===== config.mk =====
export PLATFORM = sky130hd
export DESIGN_NAME = cmpl_mul_arbiter_flat
export DESIGN_NICKNAME = d
export VERILOG_FILES = /design/src/rtl/cmpl_mul_arbiter_pkg.sv /design/src/rtl/cmpl_mul_arbiter_if.sv /design/src/rtl/cmpl_mul_arbiter_rr_pick.sv /design/src/rtl/cmpl_mul_arbiter.sv /design/src/flat_wrapper.sv
export SDC_FILE = /design/constraint.sdc
export NUM_CORES = 1
export LEC_CHECK = 0
export ABC_AREA = 0
export CELL_PAD_IN_SITES_DETAIL_PLACEMENT = 1
export CELL_PAD_IN_SITES_GLOBAL_PLACEMENT = 2
export CORE_AREA = 2 2 205 207
export DETAILED_ROUTE_END_ITERATION = 8
export DIE_AREA = 0 0 207 209
export HOLD_SLACK_MARGIN = 0.06
export PLACE_DENSITY = 0.78
export SYNTH_ARGS = -nofsm -noshare
export SYNTH_HDL_FRONTEND = slang
export SYNTH_SLANG_ARGS = --single-unit

===== constraint.sdc =====
create_clock -name clock -period 8.06 [get_ports clock]
set_input_delay 1.612 -clock clock [delete_from_list [all_inputs] [get_ports clock]]
set_output_delay 1.612 -clock clock [all_outputs]
set_load 0.01 [all_outputs]

===== src/rtl/cmpl_mul_arbiter_pkg.sv =====
// Shared widths, tag type and pointer helper for the complex-multiplier arbiter.
package cmpl_mul_arbiter_pkg;
  localparam int DATA_W  = 18;
  localparam int PROD_W  = 36;
  localparam int ID_W    = 3;
  localparam int SIM_DLY = 1;

  typedef struct packed {
    logic            vld;
    logic [ID_W-1:0] id;
  } tag_t;

  function automatic logic [ID_W-1:0] wrap_inc(input logic [ID_W-1:0] v, input int n);
    return (int'(v) >= n - 1) ? '0 : v + ID_W'(1);
  endfunction
endpackage


===== src/rtl/cmpl_mul_arbiter_if.sv =====
// Requester, multiplier and response bundle; slave = arbiter view, master = environment view.
interface cmpl_mul_arbiter_if
  import cmpl_mul_arbiter_pkg::*;
#(
  parameter int NREQ = 4
);
  logic [NREQ-1:0]             req_valid;
  logic [NREQ-1:0]             req_ready;
  logic [NREQ-1:0][DATA_W-1:0] req_ar, req_ai, req_br, req_bi;
  logic [DATA_W-1:0]           mul_ar, mul_ai, mul_br, mul_bi;
  logic [PROD_W-1:0]           mul_result_real, mul_result_imag;
  logic [NREQ-1:0]             rsp_valid;
  logic [ID_W-1:0]             rsp_id;
  logic [PROD_W-1:0]           rsp_real, rsp_imag;

  modport slave (
    input  req_valid, req_ar, req_ai, req_br, req_bi, mul_result_real, mul_result_imag,
    output req_ready, mul_ar, mul_ai, mul_br, mul_bi, rsp_valid, rsp_id, rsp_real, rsp_imag
  );
  modport master (
    output req_valid, req_ar, req_ai, req_br, req_bi, mul_result_real, mul_result_imag,
    input  req_ready, mul_ar, mul_ai, mul_br, mul_bi, rsp_valid, rsp_id, rsp_real, rsp_imag
  );
endinterface


===== src/rtl/cmpl_mul_arbiter_rr_pick.sv =====
// Rotating priority encoder: first set request at or after ptr, wrapping modulo NREQ.
module cmpl_mul_rr_pick
  import cmpl_mul_arbiter_pkg::*;
#(
  parameter int NREQ = 4
) (
  input  logic [NREQ-1:0] req_i,
  input  logic [ID_W-1:0] ptr_i,
  output logic [NREQ-1:0] gnt_o,
  output logic [ID_W-1:0] idx_o,
  output logic            any_o
);
  logic [2*NREQ-1:0] dbl;
  logic [NREQ-1:0]   rot;

  always_comb begin
    int off;
    int sum;
    off   = 0;
    sum   = 0;
    any_o = 1'b0;
    gnt_o = '0;
    // rotate so bit 0 is the pointer position; lowest set bit wins
    dbl = {req_i, req_i} >> ptr_i;
    rot = dbl[NREQ-1:0];
    for (int k = NREQ - 1; k >= 0; k--) begin
      if (rot[k]) begin
        any_o = 1'b1;
        off   = k;
      end
    end
    sum = int'(ptr_i) + off;
    if (sum >= NREQ) sum = sum - NREQ;
    idx_o = ID_W'(sum);
    for (int i = 0; i < NREQ; i++) gnt_o[i] = any_o && (idx_o == ID_W'(i));
  end
endmodule


===== src/rtl/cmpl_mul_arbiter.sv =====
// Round-robin share of one pipelined complex multiplier; tags route results back.
// Optional burst grants with `define CMUL_ARB_BURST_EN.
module cmpl_mul_arbiter
  import cmpl_mul_arbiter_pkg::*;
#(
  parameter int NREQ      = 4,
  parameter int MUL_LAT   = 2,
  parameter int BURST_LEN = 4
) (
  input  logic               clock,
  input  logic               reset,
  cmpl_mul_arbiter_if.slave  bus
);
  if (NREQ < 2 || NREQ > 8) begin : g_bad_nreq
    $error("NREQ must be 2..8");
  end
  if (BURST_LEN < 1 || BURST_LEN > 15) begin : g_bad_burst
    $error("BURST_LEN must be 1..15");
  end
  if (MUL_LAT < 1) begin : g_bad_lat
    $error("MUL_LAT must be >= 1");
  end

  logic [NREQ-1:0]   gnt;
  logic [ID_W-1:0]   gnt_idx;
  logic              fire;
  logic [ID_W-1:0]   ptr_q, ptr_d;
  logic [DATA_W-1:0] sel_ar, sel_ai, sel_br, sel_bi;
  logic [DATA_W-1:0] ar_q, ai_q, br_q, bi_q;
  tag_t              tag_new;
  tag_t [MUL_LAT:0]  tag_q;
  logic [NREQ-1:0]   rsp_oh, rsp_vld_q;
  logic [ID_W-1:0]   rsp_id_q;
  logic [PROD_W-1:0] re_q, im_q;

  cmpl_mul_rr_pick #(.NREQ(NREQ)) u_pick (
    .req_i (bus.req_valid),
    .ptr_i (ptr_q),
    .gnt_o (gnt),
    .idx_o (gnt_idx),
    .any_o (fire)
  );

  assign bus.req_ready = gnt;

  always_comb begin
    sel_ar = '0;
    sel_ai = '0;
    sel_br = '0;
    sel_bi = '0;
    for (int i = 0; i < NREQ; i++) begin
      if (gnt[i]) begin
        sel_ar = bus.req_ar[i];
        sel_ai = bus.req_ai[i];
        sel_br = bus.req_br[i];
        sel_bi = bus.req_bi[i];
      end
    end
  end

  assign tag_new = '{vld: fire, id: gnt_idx};

  always_comb begin
    rsp_oh = '0;
    for (int i = 0; i < NREQ; i++) rsp_oh[i] = tag_q[MUL_LAT].vld && (tag_q[MUL_LAT].id == ID_W'(i));
  end

`ifdef CMUL_ARB_BURST_EN
  logic [3:0] cnt_q, cnt_d, cnt_n;

  // pointer parks on the winner until it has had BURST_LEN back-to-back grants
  always_comb begin
    ptr_d = ptr_q;
    cnt_d = cnt_q;
    cnt_n = 4'd1;
    if (fire) begin
      if (gnt_idx == ptr_q && cnt_q != 4'd0) cnt_n = cnt_q + 4'd1;
      if (cnt_n >= 4'(BURST_LEN)) begin
        ptr_d = wrap_inc(gnt_idx, NREQ);
        cnt_d = '0;
      end else begin
        ptr_d = gnt_idx;
        cnt_d = cnt_n;
      end
    end else if (cnt_q != 4'd0) begin
      cnt_d = '0;
    end
  end

  always_ff @(posedge clock) begin
    if (reset) cnt_q <= '0;
    else       cnt_q <= cnt_d;
  end
`else
  assign ptr_d = fire ? wrap_inc(gnt_idx, NREQ) : ptr_q;
`endif

  always_ff @(posedge clock) begin
    if (reset) begin
      ptr_q     <= '0;
      ar_q      <= '0;
      ai_q      <= '0;
      br_q      <= '0;
      bi_q      <= '0;
      tag_q     <= '0;
      rsp_vld_q <= '0;
      rsp_id_q  <= '0;
      re_q      <= '0;
      im_q      <= '0;
    end else begin
      ptr_q <= ptr_d;
      if (fire) begin
        ar_q <= sel_ar;
        ai_q <= sel_ai;
        br_q <= sel_br;
        bi_q <= sel_bi;
      end
      tag_q     <= {tag_q[MUL_LAT-1:0], tag_new};
      rsp_vld_q <= rsp_oh;
      rsp_id_q  <= tag_q[MUL_LAT].id;
      re_q      <= bus.mul_result_real;
      im_q      <= bus.mul_result_imag;
    end
  end

  assign bus.mul_ar    = ar_q;
  assign bus.mul_ai    = ai_q;
  assign bus.mul_br    = br_q;
  assign bus.mul_bi    = bi_q;
  assign bus.rsp_valid = rsp_vld_q;
  assign bus.rsp_id    = rsp_id_q;
  assign bus.rsp_real  = re_q;
  assign bus.rsp_imag  = im_q;
endmodule

===== src/flat_wrapper.sv =====
// flat-port wrapper written by rule: the top's interface ports become plain ports
module cmpl_mul_arbiter_flat import cmpl_mul_arbiter_pkg::*;
#(
  parameter int NREQ      = 4,
  parameter int MUL_LAT   = 2,
  parameter int BURST_LEN = 4
)
  (clock, reset, bus_req_valid, bus_req_ar, bus_req_ai, bus_req_br, bus_req_bi, bus_mul_result_real, bus_mul_result_imag, bus_req_ready, bus_mul_ar, bus_mul_ai, bus_mul_br, bus_mul_bi, bus_rsp_valid, bus_rsp_id, bus_rsp_real, bus_rsp_imag);
  cmpl_mul_arbiter_if #(.NREQ(NREQ)) bus_i ();
  input  logic clock;
  input  logic reset;
  input wire logic [$bits(bus_i.req_valid)-1:0] bus_req_valid;
  input wire logic [$bits(bus_i.req_ar)-1:0] bus_req_ar;
  input wire logic [$bits(bus_i.req_ai)-1:0] bus_req_ai;
  input wire logic [$bits(bus_i.req_br)-1:0] bus_req_br;
  input wire logic [$bits(bus_i.req_bi)-1:0] bus_req_bi;
  input wire logic [$bits(bus_i.mul_result_real)-1:0] bus_mul_result_real;
  input wire logic [$bits(bus_i.mul_result_imag)-1:0] bus_mul_result_imag;
  output wire logic [$bits(bus_i.req_ready)-1:0] bus_req_ready;
  output wire logic [$bits(bus_i.mul_ar)-1:0] bus_mul_ar;
  output wire logic [$bits(bus_i.mul_ai)-1:0] bus_mul_ai;
  output wire logic [$bits(bus_i.mul_br)-1:0] bus_mul_br;
  output wire logic [$bits(bus_i.mul_bi)-1:0] bus_mul_bi;
  output wire logic [$bits(bus_i.rsp_valid)-1:0] bus_rsp_valid;
  output wire logic [$bits(bus_i.rsp_id)-1:0] bus_rsp_id;
  output wire logic [$bits(bus_i.rsp_real)-1:0] bus_rsp_real;
  output wire logic [$bits(bus_i.rsp_imag)-1:0] bus_rsp_imag;
  assign bus_i.req_valid = bus_req_valid;
  assign bus_i.req_ar = bus_req_ar;
  assign bus_i.req_ai = bus_req_ai;
  assign bus_i.req_br = bus_req_br;
  assign bus_i.req_bi = bus_req_bi;
  assign bus_i.mul_result_real = bus_mul_result_real;
  assign bus_i.mul_result_imag = bus_mul_result_imag;
  assign bus_req_ready = bus_i.req_ready;
  assign bus_mul_ar = bus_i.mul_ar;
  assign bus_mul_ai = bus_i.mul_ai;
  assign bus_mul_br = bus_i.mul_br;
  assign bus_mul_bi = bus_i.mul_bi;
  assign bus_rsp_valid = bus_i.rsp_valid;
  assign bus_rsp_id = bus_i.rsp_id;
  assign bus_rsp_real = bus_i.rsp_real;
  assign bus_rsp_imag = bus_i.rsp_imag;
  cmpl_mul_arbiter #(.NREQ(NREQ), .MUL_LAT(MUL_LAT), .BURST_LEN(BURST_LEN)) u_core (.clock(clock), .reset(reset), .bus(bus_i));
endmodule

==> flow_summary_export.csv <==
group,metric,value,unit
critical_path,crit_arrival,5.32,ns
routing,antenna_left,0,
clock_tree,cts_htree_levels,4,
placement,hpwl,28200,um
critical_path,slowest_delay,0.57,ns
floorplan,core-area,0.0413,mm^2
clock_tree,clock_sinks,166,
routing,num_vias,8144,
clock_tree,clk_pin_slew,0.08,ns
yosys,synth_ff_type,"dfxtp_1",
placement,io_buffers,520,
pwr,p_seq_frac,0.246,
pwr,p_total,4.42,mW
floorplan,dieArea,0.0433,mm^2
yosys,synth_edf_count,0,
yosys,synth_nets,1168,
routing,drt-pass1-iter-count,4,
routing,viasPerCell,4.46,
yosys,yosysSeqAreaShare,0.460,
timing,slew_violations,0,
global_routing,grt_pass1_vias,8505,
hold_path,hp-class,"reg2reg",
clock_tree,post_cts_buffers,0,
global_routing,top_usage_layer,"met2",
routing,drt-initial-drc-count,296,
job,maxCapViolations,0,
global_routing,grt.met2_usage,0.297,
global_routing,gr-total-overflow,0,
routing,wire_per_inst,20.6,um
timing,final-hold-violation-count,0,
timing,slew-limit-headroom,0.409,
floorplan,die_h,209,um
timing,rsz0062_at_grt,"no",
clock_tree,clk-insertion-delay-late,0.46,ns
placement,placed_cell_area,0.0129,mm^2
global_routing,grt_pass1_wl,55000,um
clock_tree,hold_buffers,0,
yosys,async_flop_share,0,
timing,fin_setup_tns,0,ns
pwr,ir_drop,0.000339,V
pwr,p_int,2.49,mW
global_routing,grt_start_max_net_pins,79,
placement,place_congestion,0.810,
floorplan,row_count,75,
timing,setup_viol,0,
routing,drc,0,
timing,fin_crit,6.94,ns
yosys,syn_area,0.00723,mm^2
global_routing,use_met3,0.0537,
pwr,clkPwrFrac,0.186,
clock_tree,cts_inserted_buffers,17,
timing,finalCritPeriodShare,0.861,
yosys,syn_area_per_cell,9.11,um^2
timing,fmax,0.144,GHz
timing,hold_slack,0.426,ns
pwr,p_comb_frac,0.568,
critical_path,critPathLaunchType,"input port",
pwr,switching_share,0.438,
critical_path,required,6.45,ns
timing,tightest_slew,0.887,ns
final_layout,areaGrowthSynthToFinish,86.0,%
yosys,yosysUniqueCellTypes,46,
critical_path,crit_fanout,13,
global_routing,antenna_found_initial,1,
pwr,power_density,329,mW/mm^2
floorplan,die_w,207,um
global_routing,grt_usage,0.169,
timing,fin_worst_skew,0.0202,ns
global_routing,grtUsageMet1,0.191,
clock_tree,ctsResizeCount,0,
clock_tree,cts_tree,"done",
final_layout,drive_gt1_frac,0.0537,
placement,place_ws,1.10,ns
timing,fin_ws,1.12,ns
floorplan,initial_utilization,0.175,
final_layout,finalInstanceArea,0.0134,mm^2
floorplan,ios,521,
yosys,synthCells,794,
clock_tree,cts_buffer_depth,2,
yosys,ys_seq_elements,166,
status,status,"finished clean",
pwr,p_sw,1.94,mW
clock_tree,cts_root_buf,"clkbuf_16",
critical_path,end_kind,"output port",
yosys,yosys_warnings,0,
final_layout,fin_nets,1645,
pwr,leakage,4.76,nW
critical_path,worst-setup-path-type,"in2out",
routing,wirelength,37500,um
critical_path,critPathSlowestCell,"fa_1",
critical_path,cp_cell_sequence,"clkdlybuf4s50_1 > nor2_1 > nor2_1 > a211oi_1 > a21oi_1 > o32a_1 > ha_1 > fa_1 > ha_1 > ha_1 > buf_4 > inv_2 > nor2_1 > clkdlybuf4s50_1",
cell usage in the layout (no fill, tap or decap), drive strengths merged, types with 22 or more instances in the layout:
cell,netlist,routed
clkdlybuf4s50,0,519
dfxtp,166,166
nand2,99,99
a21oi,87,87
nor2b,85,85
o221ai,62,62
o2bb2ai,62,62
o21ai,49,49
a22o,22,22
per-layer routing:
layer / share of wire / routed length (um) / up-vias
met2: 0.50 / 18700 / 356
li1: - / - / 3856
met3: 0.073 / 2720 / 33
met5: 0 / 0 / -
met1: 0.40 / 15100 / 3899
met4: 0.026 / 973 / 0
state kept, by name (all words and copies together), names as in the netlist:
name                  flops
u_core.bus.mul_bi        18
u_core.ptr_q              3
u_core.bus.mul_ar        18
u_core.bus.rsp_imag      36
u_core.tag_q             12
u_core.bus.mul_ai        18
u_core.bus.rsp_real      36
u_core.bus.rsp_valid      4
u_core.bus.mul_br        18
u_core.bus.rsp_id         3
metrics by stage:
| step | util | std cells |
|---|---|---|
| after floorplan | - | 794 |
| after global placement | 0.312 | 1791 |
| after detailed placement | 0.312 | 1791 |
| after CTS | 0.326 | 1823 |
| after global routing | 0.326 | 1824 |
| final | 0.326 | 1824 |
Yosys cell counts, types with 2 or more instances:
library cell / instances / area, um^2
o21ai_0: 49 / 245
nand3_1: 2 / 10.0
nor2b_1: 84 / 526
a21oi_1: 86 / 430
a211oi_1: 6 / 45.0
a211oi_2: 5 / 62.6
inv_1: 4 / 15.0
o211ai_1: 10 / 75.1
buf_1: 2 / 7.51
and3_1: 3 / 18.8
and2_1: 2 / 12.5
dfxtp_1: 166 / 3320
nor2_1: 20 / 75.1
a221o_1: 2 / 20.0
buf_6: 8 / 90.1
buf_2: 8 / 40.0
nand2_1: 98 / 368
ha_1: 7 / 87.6
nor3b_1: 3 / 22.5
o221ai_1: 62 / 543
clkbuf_1: 58 / 218
or3_1: 2 / 12.5
a22o_1: 22 / 193
and2b_1: 2 / 15.0
o2bb2ai_1: 62 / 543
final cells by class:
type | instances | area [um^2]
Fill cell | 4817 | 27800
Timing Repair Buffer | 536 | 5320
Multi-Input combinational cell | 546 | 3550
Sequential cell | 166 | 3320
Tap cell | 539 | 674
Clock buffer | 21 | 450
Clock inverter | 11 | 113
Inverter | 4 | 15.0
Antenna cell | 1 | 2.50
critical path, delay by kind of cell:
family                     cells  cell delay (ns)
AOI/OAI and AO/OA              3             0.89
adders and majority gates      4             1.10
buffers and inverters          4             1.38
and+or+nand+nor                3             0.32
power groups by stage:
stage	clock [mW]	sequential, mW	combinational (mW)
detailed placement	0	1.10	2.57
global placement	0	1.10	2.51
global route	0.886	1.10	2.80
finish	0.824	1.09	2.51
CTS	0.855	1.09	2.58
floorplan	0	1.15	1.41
logic make-up after synthesis:
family                     count (synthesis)  share of synthesized area
and+or+nand+nor                          226                      0.158
AOI/OAI and AO/OA                        312                      0.311
adders and majority gates                  8                     0.0149
DFF                                      166                      0.460
buffers and inverters                     82                     0.0559
worst paths after layout:
check / start / endpoint / slack (ns) / cells after the start
worst max-delay path: bus_req_valid[2] / bus_req_ready[3] / 1.12 / 14
worst min-delay path: u_core.tag_q[6]$_SDFF_PP0_ / u_core.tag_q[10]$_SDFF_PP0_ / 0.43 / 1
worst max register to register: u_core.ptr_q[0]$_SDFFE_PP0P_ / u_core.bus.mul_bi[13]$_SDFFE_PP0P_ / 3.17 / 15
worst min register to register: u_core.tag_q[6]$_SDFF_PP0_ / u_core.tag_q[10]$_SDFF_PP0_ / 0.43 / 1
(Power assumes the default switching activity.)
